--- src/rtl/lsu_mem_if.sv ---
// LSU data-port bundle: pipeline request/response plus the data-RAM side.
// master = lsu_mem_master, slave = pipeline/memory environment.
interface lsu_mem_if;
    logic        req_valid_i;
    logic        req_ready_o;
    logic        req_we_i;
    logic [1:0]  req_size_i;
    logic        req_unsigned_i;
    logic [31:0] req_addr_i;
    logic [31:0] req_wdata_i;
    logic        resp_valid_o;
    logic [31:0] resp_rdata_o;
    logic [1:0]  resp_err_o;
    logic        ce_o;
    logic [3:0]  sel_o;
    logic [31:0] addr_o;
    logic        we_o;
    logic [31:0] data_o;
    logic        rvalid_i;
    logic [31:0] data_i;

    modport master (
        input  req_valid_i, req_we_i, req_size_i, req_unsigned_i, req_addr_i, req_wdata_i,
        output req_ready_o, resp_valid_o, resp_rdata_o, resp_err_o,
        output ce_o, sel_o, addr_o, we_o, data_o,
        input  rvalid_i, data_i
    );

    modport slave (
        output req_valid_i, req_we_i, req_size_i, req_unsigned_i, req_addr_i, req_wdata_i,
        input  req_ready_o, resp_valid_o, resp_rdata_o, resp_err_o,
        input  ce_o, sel_o, addr_o, we_o, data_o,
        output rvalid_i, data_i
    );
endinterface

--- src/rtl/lsu_mem_master.sv ---
// LSU data-port initiator: lane-aligns loads/stores, splits misaligned
// accesses into two word accesses and merges/extends the read data.
module lsu_mem_master #(
    parameter int unsigned TIMEOUT  = 15,
    parameter bit          SPLIT_EN = 1'b1
) (
    input  logic      clk_i,
    input  logic      n_rst_i,
    lsu_mem_if.master bus
);
    localparam int unsigned DW = 32;
    localparam int unsigned WW = 8;

    localparam logic [1:0] S_IDLE = 2'd0;
    localparam logic [1:0] S_ACC1 = 2'd1;
    localparam logic [1:0] S_ACC2 = 2'd2;
    localparam logic [1:0] S_RESP = 2'd3;

    logic [1:0]      state_q, state_d;
    logic            ready_q, ready_d;
    logic            we_q, we_d;
    logic            uns_q, uns_d;
    logic [1:0]      size_q, size_d;
    logic [1:0]      off_q, off_d;
    logic [29:0]     waddr_q, waddr_d;
    logic [7:0]      lanes_q, lanes_d;
    logic [2*DW-1:0] wd_q, wd_d;
    logic [DW-1:0]   lo_q, lo_d;
    logic [DW-1:0]   hi_q, hi_d;
    logic [WW-1:0]   wait_q, wait_d;
    logic            resp_valid_q, resp_valid_d;
    logic [DW-1:0]   resp_rdata_q, resp_rdata_d;
    logic [1:0]      resp_err_q, resp_err_d;

    logic [3:0]      req_mask;
    logic [1:0]      req_off;
    logic [7:0]      req_lanes;
    logic [2*DW-1:0] req_wd;
    logic            req_mis;
    logic            acc_done;

    // Shift the merged pair down to the access offset, then extend per size.
    function automatic logic [DW-1:0] load_result(input logic [2*DW-1:0] r64,
                                                  input logic [1:0] off,
                                                  input logic [1:0] size,
                                                  input logic uns);
        logic [DW-1:0] r;
        logic [DW-1:0] res;
        r = DW'(r64 >> {off, 3'b000});
        case (size)
            2'd0:    res = uns ? {24'b0, r[7:0]}  : {{24{r[7]}}, r[7:0]};
            2'd1:    res = uns ? {16'b0, r[15:0]} : {{16{r[15]}}, r[15:0]};
            default: res = r;
        endcase
        return res;
    endfunction

    // Lane/data placement of the incoming request, used only when latching it.
    always_comb begin
        case (bus.req_size_i)
            2'd0:    req_mask = 4'h1;
            2'd1:    req_mask = 4'h3;
            default: req_mask = 4'hF;
        endcase
        req_off   = bus.req_addr_i[1:0];
        req_lanes = {4'b0, req_mask} << req_off;
        req_wd    = {32'b0, bus.req_wdata_i} << {req_off, 3'b000};
        req_mis   = |req_lanes[7:4];
    end

    always_comb begin
        state_d      = state_q;
        we_d         = we_q;
        uns_d        = uns_q;
        size_d       = size_q;
        off_d        = off_q;
        waddr_d      = waddr_q;
        lanes_d      = lanes_q;
        wd_d         = wd_q;
        lo_d         = lo_q;
        hi_d         = hi_q;
        wait_d       = wait_q;
        resp_valid_d = 1'b0;
        resp_rdata_d = '0;
        resp_err_d   = 2'b00;
        acc_done     = 1'b0;

        case (state_q)
            S_IDLE: begin
                if (ready_q && bus.req_valid_i) begin
                    we_d    = bus.req_we_i;
                    uns_d   = bus.req_unsigned_i;
                    size_d  = bus.req_size_i;
                    off_d   = req_off;
                    waddr_d = bus.req_addr_i[31:2];
                    lanes_d = req_lanes;
                    wd_d    = req_wd;
                    lo_d    = '0;
                    hi_d    = '0;
                    wait_d  = '0;
                    if (req_mis && !SPLIT_EN) begin
                        state_d      = S_RESP;
                        resp_valid_d = 1'b1;
                        resp_err_d   = 2'b01;
                    end else begin
                        state_d = S_ACC1;
                    end
                end
            end
            S_ACC1, S_ACC2: begin
                if (we_q) begin
                    acc_done = 1'b1;
                end else if (bus.rvalid_i) begin
                    if (state_q == S_ACC2) hi_d = bus.data_i;
                    else                   lo_d = bus.data_i;
                    acc_done = 1'b1;
                end else if (wait_q == WW'(TIMEOUT)) begin
                    state_d      = S_RESP;
                    wait_d       = '0;
                    resp_valid_d = 1'b1;
                    resp_err_d   = 2'b10;
                end else begin
                    wait_d = wait_q + WW'(1);
                end

                if (acc_done) begin
                    wait_d = '0;
                    if (state_q == S_ACC1 && (|lanes_q[7:4])) begin
                        state_d = S_ACC2;
                    end else begin
                        state_d      = S_RESP;
                        resp_valid_d = 1'b1;
                        resp_rdata_d = we_q ? '0 : load_result({hi_d, lo_d}, off_q, size_q, uns_q);
                    end
                end
            end
            default: state_d = S_IDLE;
        endcase

        ready_d = (state_d == S_IDLE);
    end

    always_ff @(posedge clk_i) begin
        if (!n_rst_i) begin
            state_q      <= S_IDLE;
            ready_q      <= 1'b0;
            we_q         <= 1'b0;
            uns_q        <= 1'b0;
            size_q       <= 2'b00;
            off_q        <= 2'b00;
            waddr_q      <= '0;
            lanes_q      <= '0;
            wd_q         <= '0;
            lo_q         <= '0;
            hi_q         <= '0;
            wait_q       <= '0;
            resp_valid_q <= 1'b0;
            resp_rdata_q <= '0;
            resp_err_q   <= 2'b00;
        end else begin
            state_q      <= state_d;
            ready_q      <= ready_d;
            we_q         <= we_d;
            uns_q        <= uns_d;
            size_q       <= size_d;
            off_q        <= off_d;
            waddr_q      <= waddr_d;
            lanes_q      <= lanes_d;
            wd_q         <= wd_d;
            lo_q         <= lo_d;
            hi_q         <= hi_d;
            wait_q       <= wait_d;
            resp_valid_q <= resp_valid_d;
            resp_rdata_q <= resp_rdata_d;
            resp_err_q   <= resp_err_d;
        end
    end

    // Memory side decoded from state and latched fields only; the second
    // word address wraps naturally through the 30-bit word index.
    always_comb begin
        bus.ce_o   = 1'b0;
        bus.we_o   = 1'b0;
        bus.sel_o  = 4'b0;
        bus.addr_o = '0;
        bus.data_o = '0;
        if (state_q == S_ACC1) begin
            bus.ce_o   = 1'b1;
            bus.we_o   = we_q;
            bus.sel_o  = lanes_q[3:0];
            bus.addr_o = {waddr_q, 2'b00};
            bus.data_o = wd_q[DW-1:0];
        end else if (state_q == S_ACC2) begin
            bus.ce_o   = 1'b1;
            bus.we_o   = we_q;
            bus.sel_o  = lanes_q[7:4];
            bus.addr_o = {waddr_q + 30'd1, 2'b00};
            bus.data_o = wd_q[2*DW-1:DW];
        end
    end

    assign bus.req_ready_o  = ready_q;
    assign bus.resp_valid_o = resp_valid_q;
    assign bus.resp_rdata_o = resp_rdata_q;
    assign bus.resp_err_o   = resp_err_q;
endmodule

--- src/flat_wrapper.sv ---
// flat-port wrapper written by rule: the top's interface ports become plain ports
module lsu_mem_master_flat 
#(
    parameter int unsigned TIMEOUT  = 15,
    parameter bit          SPLIT_EN = 1'b1
)
  (clk_i, n_rst_i, bus_req_valid_i, bus_req_we_i, bus_req_size_i, bus_req_unsigned_i, bus_req_addr_i, bus_req_wdata_i, bus_req_ready_o, bus_resp_valid_o, bus_resp_rdata_o, bus_resp_err_o, bus_ce_o, bus_sel_o, bus_addr_o, bus_we_o, bus_data_o, bus_rvalid_i, bus_data_i);
  lsu_mem_if bus_i ();
  input  logic clk_i;
  input  logic n_rst_i;
  input wire logic [$bits(bus_i.req_valid_i)-1:0] bus_req_valid_i;
  input wire logic [$bits(bus_i.req_we_i)-1:0] bus_req_we_i;
  input wire logic [$bits(bus_i.req_size_i)-1:0] bus_req_size_i;
  input wire logic [$bits(bus_i.req_unsigned_i)-1:0] bus_req_unsigned_i;
  input wire logic [$bits(bus_i.req_addr_i)-1:0] bus_req_addr_i;
  input wire logic [$bits(bus_i.req_wdata_i)-1:0] bus_req_wdata_i;
  output wire logic [$bits(bus_i.req_ready_o)-1:0] bus_req_ready_o;
  output wire logic [$bits(bus_i.resp_valid_o)-1:0] bus_resp_valid_o;
  output wire logic [$bits(bus_i.resp_rdata_o)-1:0] bus_resp_rdata_o;
  output wire logic [$bits(bus_i.resp_err_o)-1:0] bus_resp_err_o;
  output wire logic [$bits(bus_i.ce_o)-1:0] bus_ce_o;
  output wire logic [$bits(bus_i.sel_o)-1:0] bus_sel_o;
  output wire logic [$bits(bus_i.addr_o)-1:0] bus_addr_o;
  output wire logic [$bits(bus_i.we_o)-1:0] bus_we_o;
  output wire logic [$bits(bus_i.data_o)-1:0] bus_data_o;
  input wire logic [$bits(bus_i.rvalid_i)-1:0] bus_rvalid_i;
  input wire logic [$bits(bus_i.data_i)-1:0] bus_data_i;
  assign bus_i.req_valid_i = bus_req_valid_i;
  assign bus_i.req_we_i = bus_req_we_i;
  assign bus_i.req_size_i = bus_req_size_i;
  assign bus_i.req_unsigned_i = bus_req_unsigned_i;
  assign bus_i.req_addr_i = bus_req_addr_i;
  assign bus_i.req_wdata_i = bus_req_wdata_i;
  assign bus_req_ready_o = bus_i.req_ready_o;
  assign bus_resp_valid_o = bus_i.resp_valid_o;
  assign bus_resp_rdata_o = bus_i.resp_rdata_o;
  assign bus_resp_err_o = bus_i.resp_err_o;
  assign bus_ce_o = bus_i.ce_o;
  assign bus_sel_o = bus_i.sel_o;
  assign bus_addr_o = bus_i.addr_o;
  assign bus_we_o = bus_i.we_o;
  assign bus_data_o = bus_i.data_o;
  assign bus_i.rvalid_i = bus_rvalid_i;
  assign bus_i.data_i = bus_data_i;
  lsu_mem_master #(.TIMEOUT(TIMEOUT), .SPLIT_EN(SPLIT_EN)) u_core (.clk_i(clk_i), .n_rst_i(n_rst_i), .bus(bus_i));
endmodule
--- config.mk ---
export PLATFORM = sky130hd
export DESIGN_NAME = lsu_mem_master_flat
export DESIGN_NICKNAME = d
export VERILOG_FILES = /design/src/rtl/lsu_mem_if.sv /design/src/rtl/lsu_mem_master.sv /design/src/flat_wrapper.sv
export SDC_FILE = /design/constraint.sdc
export NUM_CORES = 1
export LEC_CHECK = 0
export ABC_AREA = 1
export BUFFER_PORTS_ARGS = -buffer_cell sky130_fd_sc_hd__buf_2
export CAP_MARGIN = 20
export CORE_ASPECT_RATIO = 0.5
export CORE_MARGIN = 1.5
export CORE_UTILIZATION = 40
export DETAILED_ROUTE_END_ITERATION = 8
export PLACE_DENSITY_LB_ADDON = 0.05
export SYNTH_ARGS = -nofsm -noshare
export SYNTH_HDL_FRONTEND = slang
export SYNTH_SLANG_ARGS = --single-unit
export TNS_END_PERCENT = 1
--- constraint.sdc ---
create_clock -name clk_i -period 2.6 [get_ports clk_i]
set_input_delay 0.26 -clock clk_i [delete_from_list [all_inputs] [get_ports clk_i]]
set_output_delay 0.26 -clock clk_i [all_outputs]
set_load 0.01 [all_outputs]
==> run summary, run 1 <==
The region available for standard cell placement spans 26,900 um2. The number of unique standard cell types used by synthesis is 43. In this run the top signal layer used is met4. The category of the worst setup path capture point is an output pin. The largest net degree at the start of global routing is 74. The maximum cell stage delay along the critical path is 0.43 ns. In the final layout, the share of cells above drive strength 1 is 0.177. Along the worst path, the maximum fanout reaches 11. The die covers 28,900 um2. Clock tree synthesis inserted a total of 17 buffers. The run finished with clean final reports. After routing the design area is 13,200 um2. Counting the fill cells in the layout gives 2,866. The root buffer cell chosen for the clock tree is clkbuf_16. The length in cells of the worst reg-to-reg path came out at 9.

The number of design rule violations left after detail routing came out at 0. The sequential element share of the synthesized area is 0.360. The path with the worst hold slack has its endpoint at u_core.waddr_q[7]. Yosys mapped a number of flops with a built-in enable equal to 0. The number of failing hold endpoints at the final stage was 0.

The post-place instance area came out at 12,500 um2. Headroom to the max-slew limit came out at 0.484. The required arrival time at the worst endpoint is 2.34 ns. Once detail routing completed, the nets flagged for antenna violations numbered 0. The initial antenna violation count came out at 3.

The worst hold path passes through 3 cells. The slowest stage of the critical path is the dfxtp_1 cell. The transition at the pin with the smallest max-transition slack came out at 0.774 ns. The final max-slew violation count is 0. The worst path arrival time came out at 2.28 ns. Buffers placed on the I/O ports in this run total 206.

The clock drives 200 sinks. Summed over all cells, the static leakage comes to 6.19 nW. The total via count after detailed routing is 12,300. The source of the worst hold timing path is bus_req_addr_i[9]. The worst reg2reg path startpoint is u_core.state_q[0]. The sum of internal, switching and leakage power came out at 10.9 mW. The worst-case IR drop observed on VDD is 0.000533 V.

Across all register-to-register paths, the minimum setup slack is 0.21 ns. Power spread over the standard cell area amounts to 822 nW/um2. The via count of the first global-routing pass came to 11,100. Summed over all layers, the global routing overflow is 0.

The reg-to-reg endpoint is u_core.bus.resp_rdata_o[8]. The number of max-capacitance violations reported came out at 0. At the end of routability-driven placement, the weighted congestion stood at 0.905. The number of placement rows is 42. The portion of the clock cycle consumed by the worst path in the final layout is 0.977. Counting flops with an async set or reset pin after synthesis yields a share of 0. The met3 wirelength from detailed routing came out at 2.65 mm.

The final layout contains routed wiring with a total length of 39.2 mm. The total iterations of the first detailed-routing run came out at 8. The hold buffer count at cts came out at 0.

The overall routing resource usage came out at 0.268. The instance count of the mapped netlist came out at 1,774. The number of warnings printed during yosys synthesis came out at 0. The critical path goes through inv_1 -> ha_2 -> nor2_4 -> clkinvlp_4 -> nand2_1 -> o21ai_0 -> nand2_1 -> inv_1 -> buf_2. The critical path class is reg2out. For this configuration, the core starts out at a cell density of 0.414. The area growth from synthesis to final layout came out at 18.9%.

The number of nets in the finished design came out at 2,038. The total routed wire length on the met1 layer is 17.9 mm. The post-synthesis area per instance came out at 6.28 um2. The chip height came out at 121 um. The detailed placement HPWL is 27.5 mm. The post-route clock skew is 0.00931 ns. STA classifies the critical path startpoint as a register. The clock reaches the later pin of the worst-skew pair after 0.47 ns. The clock tree synthesis step divided the H-tree into 4 levels. The buffer depth of the longest clock path came out at 2.

The count of state elements after synthesis is 200. Summing every instance area after synthesis gives 11,100 um2. The routed wire length on met2 is 17.6 mm. The start point of the critical path is u_core.state_q[0]. The tightest min-delay check is of the in2reg type. The clock slew at the register clock pins of the worst setup and hold paths came out at 0.07 ns. The final critical-path required period came out at 2.54 ns. The top-level I/O count came out at 210. The most used flip-flop cell after synthesis is dfxtp_1.

The number of vias per cell after detailed routing is 5.32. The highest clock frequency the design can meet is 394 MHz. The first-iteration detailed-routing DRC count is 1,207. The width of the die came out at 239 um.

In the final routed layout, each cell accounts on average for 16.9 um. The wire length of the first global-routing pass came out at 60.1 mm. Setup violations remaining at the end of the flow were counted as 0. TritonCTS built the clock tree. Setup repair after global routing could not meet its margin everywhere.
-- routing by layer --
layer  track usage  vias to the layer above
li1              -                     6082
met3        0.0478                       59
met1         0.366                     5730
met5             0                        -
met4        0.0969                        0
met2         0.422                      463
-- power breakdown --
group / switching, mW / leakage, nW / internal, mW
clock: 1.31 / 0.311 / 1.67
sequential: 0.236 / 1.62 / 3.38
combinational: 3.00 / 4.26 / 1.29
total: 4.54 / 6.19 / 6.35
-- critical path: cells and delay by family (launching register included) --
family                   cells  cell delay, ns
buffers and inverters        4            0.51
AND/OR/NAND/NOR              3            0.46
flip-flops                   1            0.43
adder cells (fa/ha/maj)      1            0.32
AO/OA/AOI/OAI                1            0.09
-- synthesized netlist by cell type, types with 7 or more instances --
| library cell | count | area [um2] |
|---|---|---|
| nand2_1 | 647 | 2430 |
| nand3_1 | 215 | 1080 |
| dfxtp_1 | 200 | 4000 |
| a21oi_1 | 175 | 876 |
| inv_1 | 139 | 522 |
| o21ai_0 | 81 | 405 |
| clkbuf_1 | 58 | 218 |
| nor2_1 | 56 | 210 |
| nand4_1 | 33 | 206 |
| nor3_1 | 28 | 140 |
| buf_1 | 23 | 86.3 |
| buf_2 | 22 | 110 |
| nand3_2 | 19 | 190 |
| a31oi_1 | 8 | 50.1 |
| ha_1 | 7 | 87.6 |
-- per-stage QoR --
| stage | setup WS (ns) | util | TNS (ns) | hold slack [ns] | std cells |
|---|---|---|---|---|---|
| after CTS | -0.0161 | 0.488 | -0.0161 | 0.0283 | 2311 |
| final | 0.0607 | 0.492 | 0 | 0.0352 | 2317 |
| after detailed placement | 0.143 | 0.463 | 0 | 0.455 | 2279 |
| after floorplan | 0.712 | - | 0 | 0.403 | 1776 |
| after global routing | -0.0250 | 0.492 | -0.0525 | 0.0389 | 2317 |
| after global placement | 0.230 | 0.463 | 0 | 0.449 | 2279 |
-- how the worst max path moves through the flow --
stage	slack (ns)	end	cells after the start
3_3_place_gp	0.23	bus_addr_o[25]	9
5_1_grt	-0.03	bus_addr_o[17]	8
6_report	0.06	bus_addr_o[25]	9
4_1_cts	-0.02	bus_addr_o[25]	9
3_5_place_dp	0.14	bus_addr_o[25]	9
2_1_floorplan	0.71	bus_addr_o[22]	9
-- cell families after synthesis --
kind of cell	after synthesis	synth area share
compound gates	281	0.131
simple gates	1023	0.403
other cells	1	0.000337
buf+inv	261	0.0971
xor+xnor	1	0.000787
flops	200	0.360
fa+ha+maj	7	0.00786
-- timing repair --
action | 4_1_cts | 5_1_grt
buffers inserted | 0 | 3
endpoints found under the setup margin | 19 | 20
resized for setup | 7 | 23
pin swaps | 0 | 1
-- cell type report --
type / instances / area [um2] / share of cell area
clock buffers: 19 / 453 / 0.0342
multi-input cells: 1315 / 6180 / 0.467
flip-flops and latches: 200 / 4010 / 0.303
diodes: 3 / 7.51 / 0.000567
clock inverters: 13 / 189 / 0.0143
well taps: 374 / 468 / 0.0353
inverters: 148 / 566 / 0.0427
repair buffers: 245 / 1370 / 0.104
-- sequential cells by signal, indices dropped and copies added (netlist names), 7 cells and up --
register and count:
u_core.lanes_q 7, u_core.lo_q 32, u_core.wait_q 8, u_core.hi_q 24, u_core.wd_q 56, u_core.waddr_q 30, u_core.bus.resp_rdata_o 32
-- cell usage in the layout (no fill, tap or decap), types with 5 or more instances in the layout --
master and count:
nand3_2 20, nand4_1 33, inv_1 137, nor2_2 5, nand3_4 6, dfxtp_1 196
nand3_1 212, nor3_1 24, a31oi_1 8, clkbuf_16 17, nand2_1 646, nor2_1 48
or2_2 5, buf_4 35, nor2_4 8, o21ai_0 81, a211oi_1 5, buf_2 206
a21oi_1 175
Power figures use the tool's default switching activity.
==> inputs of run 2 (changes only) <==
--- a/config.mk
+++ b/config.mk
@@ -8,11 +8,14 @@
 export ABC_AREA = 1
 export BUFFER_PORTS_ARGS = -buffer_cell sky130_fd_sc_hd__buf_2
 export CAP_MARGIN = 20
+export CELL_PAD_IN_SITES_DETAIL_PLACEMENT = 1
+export CELL_PAD_IN_SITES_GLOBAL_PLACEMENT = 1
 export CORE_ASPECT_RATIO = 0.5
 export CORE_MARGIN = 1.5
 export CORE_UTILIZATION = 40
 export DETAILED_ROUTE_END_ITERATION = 8
 export PLACE_DENSITY_LB_ADDON = 0.05
+export SETUP_SLACK_MARGIN = 0.15
 export SYNTH_ARGS = -nofsm -noshare
 export SYNTH_HDL_FRONTEND = slang
 export SYNTH_SLANG_ARGS = --single-unit
==> run summary, run 2 (synthesis results as in run 1) <==
The setup TNS is 0 ns (unchanged). Relative to the synthesized area, the layout overhead comes to 19.7%. The final max-slew violation count came out at 0 (unchanged).

The count of input and output buffers was 206 (unchanged). Counting flops per register, the top entry is u_core.wd_q. The sort of element at the start of the critical path is a register. The worst slew slack as a fraction of its limit is 0.531 (+0.0473).

The die area came out at 28,900 um2 (unchanged). The final estimated routing congestion in global placement is 0.892 (-1.3%). The share of cells above drive strength 1 came to 0.190 (+0.0128). The buffer depth of the longest clock path is 2 (unchanged). The power density of the placed cells is 812 nW/um2 (-1.2%). The transition at the pin with the smallest max-transition slack came to 0.702 ns (-0.0717 ns). The portion of the clock cycle consumed by the worst path in the final layout was 0.921 (-0.0557).

The tightest min-delay check is of the in2reg type. The flip-flop count of the largest register after layout is 56 (unchanged). Setup repair after global routing could not meet its margin everywhere. The clock buffer count from CTS is 17 (unchanged). The detailed placement HPWL came to 31.0 mm (+13%). The width of the die came to 239 um (unchanged). The worst setup path is captured at an output pin. The count of final setup violators came to 0 (unchanged). The via count of the first global-routing pass came to 12,800 (+15%).

The number of sinks handled by clock tree synthesis came out at 200 (unchanged). The tree is rooted in a clkbuf_16. The post-detailed-route count of antenna-violating nets came out at 0 (unchanged).

The number of stages on the worst hold path is 3 (unchanged). The length in cells of the worst reg-to-reg path is 11 (+2). The maximum vdd drop came out at 0.000535 V (+0.30%). Signal routing reaches up to met4.

The final routed wirelength across all metal layers came out at 43.1 mm (+9.8%). The highest clock frequency the design can meet is 418 MHz (+6.1%). The most common library cell in the layout ignoring fill and taps is nand2_1. The worst slack at placement is 0.0936 ns (-0.0499 ns). The setup path with the least slack is of type reg2out.

The post-route clock skew is 0.0121 ns (+0.00276 ns). TritonCTS built the clock tree. The depth of the CTS H-tree is 4 (unchanged).

The library cells used most frequently in the layout, excluding fill and tap cells, are nand2_1 (642), nand3_1 (212), buf_2 (206), dfxtp_1 (186), a21oi_1 (175). The required arrival time at the worst endpoint is 2.34 ns (about the same). The met3 wirelength from detailed routing is 2.36 mm (-11%). The number of vias per cell after detailed routing is 5.48 (+3.0%). The core area is 26,900 um2 (unchanged). The hold buffer count at cts came out at 0 (unchanged). The routed wire length on met2 is 20.2 mm (+15%). The clock network latency to the later pin of the worst-skew pair came out at 0.46 ns (about the same). The overall routing resource usage is 0.301 (+0.0331). The largest net degree at the start of global routing is 56 (-24%). The starting utilization of the core area is 0.414 (unchanged). The routed wirelength normalized by instance count is 18.5 um (+9.4%). The total via count after detailed routing came out at 12,800 (+3.4%). The final critical-path required period came out at 2.39 ns (-0.145 ns). The worst setup slack after layout came out at 0.206 ns (+0.145 ns). The number of failing hold endpoints at the final stage came out at 0 (unchanged). The maximum fanout along the worst path is 4 (-7). The wire length of the first global-routing pass came out at 68.0 mm (+13%). The number of design rule violations left after detail routing came out at 0 (unchanged). The flow ran to the end, and the final reports show no timing, DRC or antenna violations.

The first-iteration detailed-routing DRC count is 1,127 (-6.6%). The worst path arrival time is 2.13 ns (-0.15 ns). The number of max-capacitance violations reported came to 0 (unchanged). The number of placement rows is 42 (unchanged). The leakage power figure is 6.26 nW (+1.2%). The clock slew at the register clock pins of the worst setup and hold paths is 0.07 ns (about the same). The chip height was 121 um (unchanged). The global route total overflow came out at 0 (unchanged). The total iterations of the first detailed-routing run came to 7 (-1).

The total routed wire length on the met1 layer came out at 19.5 mm (+8.5%). The top-level I/O count is 210 (unchanged). The initial antenna violation count is 1 (-2).

The number of nets in the finished design is 2,049 (+0.54%).
[run 2: changes by cell type in the layout (fill, tap and decap cells not counted), moves of 2 or more]
cell,before,now
clkinv_4,1,3
buf_4,35,45
nand2_2,1,5
diode_2,3,1
inv_6,4,1
inv_2,4,6
dfxtp_2,4,13
nand2_1,646,642
bufinv_16,4,2
clkbuf_1,0,3
dfxtp_1,196,186
nor3_1,24,21
nor3_4,0,2
[run 2: worst paths after layout]
check	startpoint	end	slack (ns)
setup / recovery	u_core.waddr_q[11]	bus_addr_o[31]	0.21
hold / removal	bus_req_addr_i[21]	u_core.waddr_q[19]	0.06
setup reg to reg	u_core.state_q[0]	u_core.bus.resp_rdata_o[17]	0.28
hold reg to reg	u_core.lo_q[5]	u_core.lo_q[5]	0.46
[run 2: routing by layer]
metal | vias up | GRT usage
met3 | 75 | 0.0491
met4 | 0 | 0.0953
met1 | 6201 | 0.397
met5 | - | 0
li1 | 6094 | -
met2 | 387 | 0.503
[run 2: final cells by class]
class / instances / area [um2]
flip-flops and latches: 200 / 4020
inverters: 148 / 562
clock buffers: 22 / 464
clock inverters: 10 / 120
multi-input cells: 1315 / 6230
repair buffers: 256 / 1460
diodes: 1 / 2.50
fillers: 3636 / 13600
well taps: 374 / 468
[run 2: critical path: stages, from the launching register on]
cell and delay (ns):
dfxtp_1 0.43, nand2_2 0.16, nor2_4 0.21, nand2_1 0.09, nor3_1 0.21, nand2_1 0.11, nand2_1 0.09, nand4_1 0.07
o21ai_0 0.12, buf_2 0.19
[run 2: what timing repair did]
item                                    in CTS  in global routing
pin swaps                                    2                  7
resized for setup                           27                 28
endpoints found under the setup margin      28                 31
cloned                                       0                  0
buffers inserted                             1                  7
[run 2: power breakdown]
| group | total, mW | switching [mW] | internal [mW] |
|---|---|---|---|
| Combinational | 4.45 | 3.13 | 1.32 |
| Sequential | 3.66 | 0.264 | 3.39 |
| Clock | 2.73 | 1.26 | 1.48 |
[run 2: stage by stage]
stage	hold slack, ns	std cells	utilization	cell area (um2)	total power, mW
floorplan	0.403	1776	-	11100	6.52
global placement	0.449	2285	0.465	12500	7.84
detailed placement	0.456	2285	0.465	12500	7.96
CTS	0.0358	2318	0.490	13200	10.8
global route	0.0528	2326	0.496	13300	11.5
finish	0.0559	2326	0.496	13300	10.8
==> inputs of run 3 (changes only) <==
--- a/config.mk
+++ b/config.mk
@@ -14,7 +14,7 @@
 export CORE_MARGIN = 1.5
 export CORE_UTILIZATION = 40
 export DETAILED_ROUTE_END_ITERATION = 8
-export PLACE_DENSITY_LB_ADDON = 0.05
+export PLACE_DENSITY_LB_ADDON = 0.08
 export SETUP_SLACK_MARGIN = 0.15
 export SYNTH_ARGS = -nofsm -noshare
 export SYNTH_HDL_FRONTEND = slang
==> run summary, run 3 (synthesis results as in run 1) <==
The flow ran to the end, and the final reports show no timing, DRC or antenna violations. The clock network latency to the later pin of the worst-skew pair came out at 0.45 ns (about the same). The min-delay analysis places its worst path in the category in2reg. The share of total power in the clock network came out at 0.240 (-0.012). The worst setup slack after layout is 0.119 ns (-0.0871 ns). The total instance count after detailed placement is 2,284 (-0.044%). The core area was 26,900 um2 (unchanged). The clock buffer count from CTS came out at 17 (unchanged). The number of design rule violations left after detail routing is 0 (unchanged). The overall routing resource usage came out at 0.301 (+0.000538). The register bank with the most flops is u_core.wd_q. The final max-slew violation count is 0 (unchanged). The worst slew slack as a fraction of its limit is 0.431 (-0.0998). The category of the worst setup path capture point is an output pin. The buffer depth of the longest clock path came to 2 (unchanged). The count of input and output buffers came out at 206 (unchanged).

The maximum fanout along the worst path came out at 6 (+2). The count of final setup violators is 0 (unchanged). The critical path depth was 9 (unchanged).

TritonCTS built the clock tree. The chip height is 121 um (unchanged). The largest net degree at the start of global routing came out at 85 (+52%). The start point of the critical path is u_core.state_q[1]. The starting utilization of the core area is 0.414 (unchanged). The required arrival time at the worst endpoint is 2.34 ns (about the same). The detailed placement HPWL came out at 31.0 mm (-0.14%). The worst hold slack after final layout came to 0.0468 ns (-0.00907 ns). The length in cells of the worst reg-to-reg path is 9 (-2). The total iterations of the first detailed-routing run was 5 (-2). The width of the die is 239 um (unchanged). The sequential share of power came to 0.340 (+0.002). The number of antenna diodes came out at 0 (-1). The number of sinks handled by clock tree synthesis was 200 (unchanged). The global route total overflow came out at 0 (unchanged). The sort of element at the start of the critical path is a register. The share of cells above drive strength 1 came out at 0.189 (-0.00115). The number of placement rows came to 42 (unchanged). The post-route clock skew is 0.00803 ns (-0.00404 ns). The top-level I/O count is 210 (unchanged). The combinational power share came out at 0.421 (+0.011). The hold buffer count at cts came out at 0 (unchanged). The routed wirelength normalized by instance count came out at 19.1 um (+2.9%). The power density of the placed cells came to 810 nW/um2 (-0.33%). The number of failing hold endpoints at the final stage came out at 0 (unchanged). The final critical-path required period came out at 2.48 ns (+0.0871 ns).

The internal power component is 6.00 mW (-3.0%). The critical path class is reg2out. The number of nets in the finished design is 2,046 (-0.15%). The internal reg-to-reg setup slack is 0.29 ns (about the same). The maximum vdd drop came out at 0.000569 V (+6.3%). The critical path ends at bus_addr_o[14]. The maximum cell stage delay along the critical path is 0.38 ns (-0.05 ns).

The sum of buffers and inverters on the critical path was 3 (+2). The final routed wirelength across all metal layers came to 44.2 mm (+2.6%). The die area came out at 28,900 um2 (unchanged). The number of vias per cell after detailed routing is 5.57 (+1.5%).

The clock root buffer master is clkbuf_16. Setup repair after global routing could not meet its margin everywhere. The cell at the slowest stage of the critical path is dfxtp_4. The flip-flop count of the largest register after layout came out at 56 (unchanged). The setup TNS is 0 ns (unchanged).

The sum of internal, switching and leakage power is 10.7 mW (-0.96%). The cell family with the largest share of critical-path delay is simple AND/OR/NAND/NOR gates. The via count of the first global-routing pass came out at 12,700 (-0.76%). The area growth from synthesis to final layout is 19.0%. The final estimated routing congestion in global placement came out at 0.924 (+3.6%). The reg-to-reg endpoint is u_core.bus.resp_rdata_o[10]. The fraction of power spent switching nets came out at 0.440 (+0.0115).

The portion of the clock cycle consumed by the worst path in the final layout is 0.954 (+0.0335). The critical path goes through inv_1 -> ha_4 -> nor2_2 -> nand3_2 -> nor2_2 -> inv_1 -> o21ai_0 -> a21oi_1 -> buf_2. The leakage power figure is 6.22 nW (-0.70%). The number of max-capacitance violations reported is 0 (unchanged). The initial antenna violation count came out at 0 (-1).

In the layout the commonest cells are nand2_1 (643), nand3_1 (212), buf_2 (206), dfxtp_1 (187), a21oi_1 (175). The clock slew at the register clock pins of the worst setup and hold paths is 0.07 ns (about the same). The worst slack at placement came out at 0.254 ns (+0.161 ns). The filler-free cell count of the finished design is 2,321 (-0.21%). The number of fill cells is 3,700 (+1.8%). The wire length of the first global-routing pass came out at 68.1 mm (+0.21%). Leaving out fill and tap cells, the most frequent cell in the layout is nand2_1. The post-detailed-route count of antenna-violating nets is 0 (unchanged).

The worst register-to-register path begins at u_core.state_q[0]. The worst path arrival time came out at 2.22 ns (+0.09 ns). The highest clock frequency the design can meet came out at 403 MHz (-3.5%). The total via count after detailed routing was 12,900 (+1.3%). The depth of the CTS H-tree came out at 4 (unchanged). The first-iteration detailed-routing DRC count is 969 (-14%).

The switching power summed over all nets came out at 4.73 mW (+1.7%). The transition at the pin with the smallest max-transition slack is 0.853 ns (+0.151 ns).
[run 3: cell count changes in the layout (fill, tap and decap cells not counted), moves of 2 or more]
cell / change
buf_12: -3
buf_4: -5
buf_6: +2
bufinv_16: -2
clkbuf_8: +2
clkinv_2: +2
nor2_1: -2
[run 3: what timing repair did]
| item | CTS | global route |
|---|---|---|
| setup endpoints to repair | 29 | 53 |
| gates cloned | 0 | 2 |
| resized for setup | 21 | 40 |
| pin swaps | 1 | 6 |
| buffers inserted | 1 | 2 |
[run 3: tightest hold or removal path: stages]
cell and delay [ns]:
buf_2 0.10, nand2_1 0.06, a21oi_1 0.05
[run 3: how the worst min path moves through the flow]
stage	startpoint	end	slack (ns)	depth (start not counted)
floorplan	bus_req_wdata_i[0]	u_core.wd_q[0]	0.40	2
global placement	u_core.lo_q[5]	u_core.lo_q[5]	0.45	2
detailed placement	u_core.wd_q[49]	u_core.wd_q[49]	0.46	2
CTS	bus_req_addr_i[21]	u_core.waddr_q[19]	0.03	3
global route	bus_req_addr_i[21]	u_core.waddr_q[19]	0.05	3
finish	bus_req_addr_i[21]	u_core.waddr_q[19]	0.05	3
[run 3: per-stage QoR]
stage                     utilization  area [um2]
after floorplan                     -       11100
final                           0.493       13300
after global routing            0.493       13300
after detailed placement        0.463       12500
after CTS                       0.486       13100
after global placement          0.463       12500
[run 3: power groups by stage]
stage / Clock (mW) / Sequential, mW / Combinational [mW]
6_report: 2.57 / 3.64 / 4.51
5_1_grt: 2.72 / 3.68 / 4.95
4_1_cts: 2.61 / 3.62 / 4.33
3_5_place_dp: 0 / 3.68 / 4.26
3_3_place_gp: 0 / 3.67 / 4.14
2_1_floorplan: 0 / 3.65 / 2.87
[run 3: per-layer routing]
| layer | up-vias | track usage | wire length (um) | share of wire |
|---|---|---|---|---|
| met5 | - | 0 | 0 | 0 |
| met4 | 0 | 0.112 | 1280 | 0.029 |
| met2 | 462 | 0.503 | 20600 | 0.47 |
| met3 | 82 | 0.0407 | 2570 | 0.058 |
| met1 | 6285 | 0.397 | 19800 | 0.45 |
| li1 | 6091 | - | - | - |
[run 3: final cells by class]
class / instances / area, um2 / area share
inverter: 148 / 562 / 0.0424
sequential: 200 / 4020 / 0.304
clock inverter: 7 / 45.0 / 0.00340
timing repair buffer: 251 / 1390 / 0.105
clock buffer: 24 / 492 / 0.0371
tap: 374 / 468 / 0.0353
multi-input combinational: 1317 / 6270 / 0.473
